**config.mk**
```make
export PLATFORM = sky130hd
export DESIGN_NAME = cfu_mac_accum
export DESIGN_NICKNAME = d
export VERILOG_FILES = /design/src/rtl/cfu_mac_accum.sv
export SDC_FILE = /design/constraint.sdc
export NUM_CORES = 1
export LEC_CHECK = 0
export BUFFER_PORTS_ARGS = -buffer_cell sky130_fd_sc_hd__buf_4
export CAP_MARGIN = 20
export CELL_PAD_IN_SITES_DETAIL_PLACEMENT = 1
export CELL_PAD_IN_SITES_GLOBAL_PLACEMENT = 2
export CORE_AREA = 2 2 251 253
export DETAILED_ROUTE_END_ITERATION = 8
export DIE_AREA = 0 0 253 255
export HOLD_SLACK_MARGIN = 0.06
export MAX_ROUTING_LAYER = met4
export PLACE_DENSITY_LB_ADDON = 0.12
export SYNTH_ARGS = -nofsm -noshare
export SYNTH_HDL_FRONTEND = slang
export SYNTH_SLANG_ARGS = --single-unit
```
**constraint.sdc**
```tcl
create_clock -name clk -period 7.33 [get_ports clk]
set_input_delay 0.733 -clock clk [delete_from_list [all_inputs] [get_ports clk]]
set_output_delay 0.733 -clock clk [all_outputs]
set_load 0.02 [all_outputs]
```
**src/rtl/cfu_mac_accum.sv**
```systemverilog
// CFU MAC stage: int8 x4 dot product with input zero-point offset,
// accumulated into a 32-bit register that feeds the requantizer.
module cfu_mac_accum #(
    parameter int ACC_WIDTH    = 32,
    parameter int OFFSET_RESET = 128,
    parameter bit SATURATE     = 1'b0
) (
    input  logic                 clk,
    input  logic                 reset,
    input  logic                 cmd_valid,
    output logic                 cmd_ready,
    input  logic [9:0]           cmd_payload_function_id,
    input  logic [31:0]          cmd_payload_inputs_0,
    input  logic [31:0]          cmd_payload_inputs_1,
    output logic                 rsp_valid,
    input  logic                 rsp_ready,
    output logic [ACC_WIDTH-1:0] rsp_payload_outputs_0,
    output logic [ACC_WIDTH-1:0] acc_out
);

    typedef enum logic [1:0] {
        IDLE,
        MAC_SUM,
        RESP
    } state_t;

    localparam logic [6:0] OP_SET_OFFSET = 7'd0;
    localparam logic [6:0] OP_CLEAR      = 7'd1;
    localparam logic [6:0] OP_MAC4       = 7'd2;
    localparam logic [6:0] OP_READ       = 7'd3;
    localparam logic [6:0] OP_ADD_BIAS   = 7'd4;

    state_t                 state;
    state_t                 state_nxt;
    logic [8:0]             offset;
    logic [ACC_WIDTH-1:0]   acc;
    logic [6:0]             funct7;
    logic                   accept;
    logic [9:0]             a_off [4];
    logic signed [17:0]     a18   [4];
    logic signed [17:0]     w18   [4];
    logic signed [17:0]     prod_d [4];
    logic signed [17:0]     prod_q [4];
    logic [19:0]            lane_sum;
    logic [ACC_WIDTH-1:0]   mac_acc;
    logic [ACC_WIDTH-1:0]   bias_acc;
    logic                   unused_fid;

    assign funct7     = cmd_payload_function_id[9:3];
    assign unused_fid = ^cmd_payload_function_id[2:0];
    assign accept     = cmd_valid && cmd_ready;
    assign acc_out    = acc;

    // Overflow only when both addends share a sign the sum does not.
    function automatic logic [ACC_WIDTH-1:0] acc_add(
        input logic [ACC_WIDTH-1:0] x,
        input logic [ACC_WIDTH-1:0] y
    );
        logic [ACC_WIDTH-1:0] s;
        logic                 ovf;
        s   = x + y;
        ovf = (x[ACC_WIDTH-1] == y[ACC_WIDTH-1]) &&
              (s[ACC_WIDTH-1] != x[ACC_WIDTH-1]);
        if (SATURATE && ovf) begin
            s = x[ACC_WIDTH-1] ? {1'b1, {(ACC_WIDTH-1){1'b0}}}
                               : {1'b0, {(ACC_WIDTH-1){1'b1}}};
        end
        return s;
    endfunction

    always_comb begin
        for (int i = 0; i < 4; i++) begin
            a_off[i]  = {{2{cmd_payload_inputs_0[8*i+7]}},
                         cmd_payload_inputs_0[8*i +: 8]}
                      + {offset[8], offset};
            a18[i]    = {{8{a_off[i][9]}}, a_off[i]};
            w18[i]    = {{10{cmd_payload_inputs_1[8*i+7]}},
                         cmd_payload_inputs_1[8*i +: 8]};
            prod_d[i] = a18[i] * w18[i];
        end
    end

    always_comb begin
        lane_sum = '0;
        for (int i = 0; i < 4; i++) begin
            lane_sum = lane_sum + {{2{prod_q[i][17]}}, prod_q[i]};
        end
    end

    assign mac_acc  = acc_add(acc, {{(ACC_WIDTH-20){lane_sum[19]}}, lane_sum});
    assign bias_acc = acc_add(acc, cmd_payload_inputs_0);

    always_ff @(posedge clk) begin
        if (!reset) begin
            state <= IDLE;
        end else begin
            state <= state_nxt;
        end
    end

    always_comb begin
        state_nxt = state;
        cmd_ready = 1'b0;
        rsp_valid = 1'b0;
        unique case (state)
            IDLE: begin
                cmd_ready = 1'b1;
                if (cmd_valid) begin
                    state_nxt = (funct7 == OP_MAC4) ? MAC_SUM : RESP;
                end
            end
            MAC_SUM: state_nxt = RESP;
            RESP: begin
                rsp_valid = 1'b1;
                if (rsp_ready) begin
                    state_nxt = IDLE;
                end
            end
            default: state_nxt = IDLE;
        endcase
    end

    always_ff @(posedge clk) begin
        if (!reset) begin
            acc                   <= '0;
            offset                <= 9'(OFFSET_RESET);
            rsp_payload_outputs_0 <= '0;
            for (int i = 0; i < 4; i++) begin
                prod_q[i] <= '0;
            end
        end else if (accept) begin
            case (funct7)
                OP_SET_OFFSET: begin
                    offset                <= cmd_payload_inputs_0[8:0];
                    rsp_payload_outputs_0 <= {{(ACC_WIDTH-9){offset[8]}}, offset};
                end
                OP_CLEAR: begin
                    acc                   <= '0;
                    rsp_payload_outputs_0 <= acc;
                end
                OP_MAC4: prod_q <= prod_d;
                OP_READ: rsp_payload_outputs_0 <= acc;
                OP_ADD_BIAS: begin
                    acc                   <= bias_acc;
                    rsp_payload_outputs_0 <= bias_acc;
                end
                default: rsp_payload_outputs_0 <= '0;
            endcase
        end else if (state == MAC_SUM) begin
            acc                   <= mac_acc;
            rsp_payload_outputs_0 <= mac_acc;
        end
    end

endmodule

```
==> impl_metrics.json <==
{
  "async_flop_share_pct": 0,
  "synthAdderAreaFrac_pct": 39.2,
  "numCtsBuffers": 17,
  "max_freq_mhz": 145,
  "grt_pass1_vias": 22000,
  "cts_tree": "yes",
  "synth_xor_area_share_pct": 5.81,
  "power-per-cell-area_nw_per_um2": 193,
  "clk_path_buf_depth": 2,
  "pre_cts_slack_ns": 0.127,
  "skew_ns": 0.0162,
  "drt-total-wl_um": 78700,
  "path_max_fanout": 8,
  "layout-drive-gt1-share_pct": 7.79,
  "cp.required_ns": 7.70,
  "peakVddDrop_v": 0.000164,
  "ant_nets": 0,
  "synthMuxAreaShare_pct": 0.398,
  "hold_slack_ns": 0.452,
  "r2r_slack_ns": 0.46,
  "max-cap-violations": 0,
  "grt_start_max_net_pins": 66,
  "netSwitchingFraction_pct": 45.5,
  "vias": 20400,
  "reg2reg_depth": 27,
  "yosysMostFrequentCell": "inv_1",
  "routed.top_layer": "met4",
  "via_per_inst": 5.34,
  "startpoint_type": "flip-flop",
  "yosys-top-cells-count": "inv_1, fa_1, ha_1",
  "hold_path_class": "reg2reg",
  "p_sw_mw": 2.33,
  "die_area_sq_um": 64500,
  "post-cts-setup-buffers": 0,
  "worstSkewPairLatency_ns": 0.47,
  "synth_cell_types": 76,
  "synth_compound_area_share_pct": 15.6,
  "relSlewSlack_pct": 25.6,
  "synth_top_area_share_pct": 26.1,
  "rsz0062_at_grt": "false",
  "synthCells": 2904,
  "diodes": 0,
  "htree_levels": 4,
  "areaGrowthSynthToFinish_pct": 10.8,
  "wirelength_met1_um": 36400,
  "yosysTopAreaCell": "fa_1",
  "wire_per_inst_um": 20.6,
  "met3WireLength_um": 1710,
  "cp-startpoint": "offset[0]",
  "numClockSinks": 147,
  "die_h_um": 255,
  "drtIter0Drc": 896,
  "p_clk_share_pct": 18.0,
  "power_mw": 5.12,
  "dpl.hpwl_um": 64900,
  "syn-cell-area_sq_um": 23900,
  "multi_input_area_sq_um": 18700,
  "slew_violations": 0,
  "synthFlopType": "dfxtp_1",
  "min_to": "prod_q[31]",
  "port_buffers": 140,
  "crit_path_end_kind": "flip-flop",
  "leakagePower_nw": 12.5,
  "crit_type": "reg2reg",
  "filler_cell_count": 7541,
  "synth.area.top_cells": "fa_1, ha_1, dfxtp_1, inv_1, and2_1",
  "die_w_um": 253,
  "start_util_pct": 38.4,
  "p_int_mw": 2.79,
  "fin_nets": 3645,
  "rr_startpoint": "offset[0]",
  "fin_crit_ns": 6.87,
  "yosys_warnings": 0,
  "p_seq_share_pct": 16.2,
  "p_comb_share_pct": 65.8,
  "sequential_cell_area_sq_um": 2940,
  "grt_util_all_layers_pct": 25.7,
  "ios": 144,
  "antenna_found_initial": 1,
  "cts_root_buf": "clkbuf_16",
  "status": "complete, no violations",
  "worst_slack_ns": 0.455,
  "synth_seq_cells": 147,
  "place.gp.congestion": 0.877,
  "setup_viol": 0,
  "grt_pass1_wl_um": 125000,
  "hold_viol": 0,
  "drc": 0,
  "met2_length_um": 39500,
  "finalCritPeriodShare_pct": 93.8,
  "rows": 92,
  "r2r_end": "prod_q[53]",
  "synth_edf_count": 0,
  "min_path_cells": 2,
  "synth_fp_nets": 3544,
  "clkTransAtPathRegs_ns": 0.07,
  "worst_pin_slew_ns": 1.12,
  "arrival_ns": 7.25,
  "yosys.area_share.simple_pct": 17.3,
  "synth_top_family_by_area": "adder cells",
  "syn_avg_cell_area_sq_um": 8.22,
  "first_pass_iters": 5,
  "core_area_sq_um": 62200,
  "ys_seq_area_share_pct": 12.3,
  "worstHoldStart": "prod_q[31]",
  "grt.overflow.total": 0,
  "postLayoutCoreUtil_pct": 42.6,
  "tns_ns": 0
}
## worst max path at each step
stage                       to  slack [ns]  cells after the start
detailed placement  prod_q[53]        0.13                     28
global route        prod_q[71]       0.002                     23
floorplan           prod_q[53]        1.06                     27
finish              prod_q[53]        0.46                     27
CTS                 prod_q[16]        0.32                     29
global placement    prod_q[53]        0.33                     28
## stage by stage
| step | area, sq um | instances |
|---|---|---|
| after CTS | 26400 | 3817 |
| after detailed placement | 25900 | 3785 |
| after global placement | 25900 | 3785 |
| after floorplan | 23900 | 2904 |
| final | 26500 | 3817 |
| after global routing | 26500 | 3817 |
## power by group through the flow
stage,Clock (mW),Combinational [mW],Sequential (mW)
floorplan,0,2.47,0.857
global placement,0,3.33,0.847
detailed placement,0,3.41,0.848
CTS,0.939,3.44,0.830
global route,0.969,3.88,0.831
finish,0.919,3.37,0.829
## placed cells by master, fill, tap and decap left out, types with 12 or more instances in the layout
cell type,instances
xor2_1,33
inv_1,493
nand2_1,246
xnor2_1,120
or3_1,13
o21ai_0,89
o21ai_1,36
o21bai_1,24
clkbuf_16,17
nor2b_1,40
a221o_1,12
a21oi_1,231
nand2b_1,22
ha_1,251
and2_1,196
dfxtp_1,146
nor3_1,49
and3_1,13
nand4_1,13
o211ai_1,17
nor2_1,173
a21o_1,56
fa_1,311
a211oi_1,20
nand3_1,39
buf_4,175
a31oi_1,24
## state kept, by name (all words and copies together), names as in the netlist
signal and count:
state 2, acc_out 32, prod_q 72, offset 9, rsp_payload_outputs_0 32
## repair_timing
| action | 4_1_cts | 5_1_grt |
|---|---|---|
| gates resized for setup | 0 | 2 |
| hold buffers | 0 | 0 |
| setup endpoints to repair | 0 | 8 |
## per-layer routing
layer,vias up,track usage (%)
li1,9630,-
met1,10400,33.0
met2,258,44.7
met3,51,1.87
met4,0,4.94
met5,-,-
## cell type report
| class | instances | area share, % |
|---|---|---|
| Clock inverter | 13 | 0.563 |
| Timing Repair Buffer | 175 | 4.97 |
| Sequential cell | 147 | 11.1 |
| Clock buffer | 19 | 1.67 |
| Tap cell | 799 | 3.78 |
| Inverter | 498 | 7.07 |
| Multi-Input combinational cell | 2166 | 70.8 |
## cells by family after synthesis
| family | Yosys count |
|---|---|
| simple gates | 838 |
| compound gates | 601 |
| buf+inv | 591 |
| fa+ha+maj | 562 |
| xor+xnor | 156 |
| flops | 147 |
| mux | 9 |
## critical path: stages, from the launching register on
cell and delay (ns):
dfxtp_1 0.52, ha_1 0.34, fa_1 0.41, a21oi_1 0.17, nor2_1 0.06, nor2_1 0.18, o21bai_1 0.09, a21oi_1 0.23
o21bai_1 0.12, a21oi_1 0.18, xnor2_1 0.38, nand2_1 0.19, fa_1 0.57, inv_1 0.06, fa_1 0.48, fa_1 0.49
inv_1 0.05, fa_1 0.47, inv_1 0.04, ha_1 0.32, and2_1 0.17, o21ai_0 0.14, o311ai_1 0.16, a21o_1 0.21
a21o_1 0.19, a31oi_1 0.20, xnor2_1 0.10, a211oi_1 0.23
Note: power is estimated with default switching activity, not from simulation.
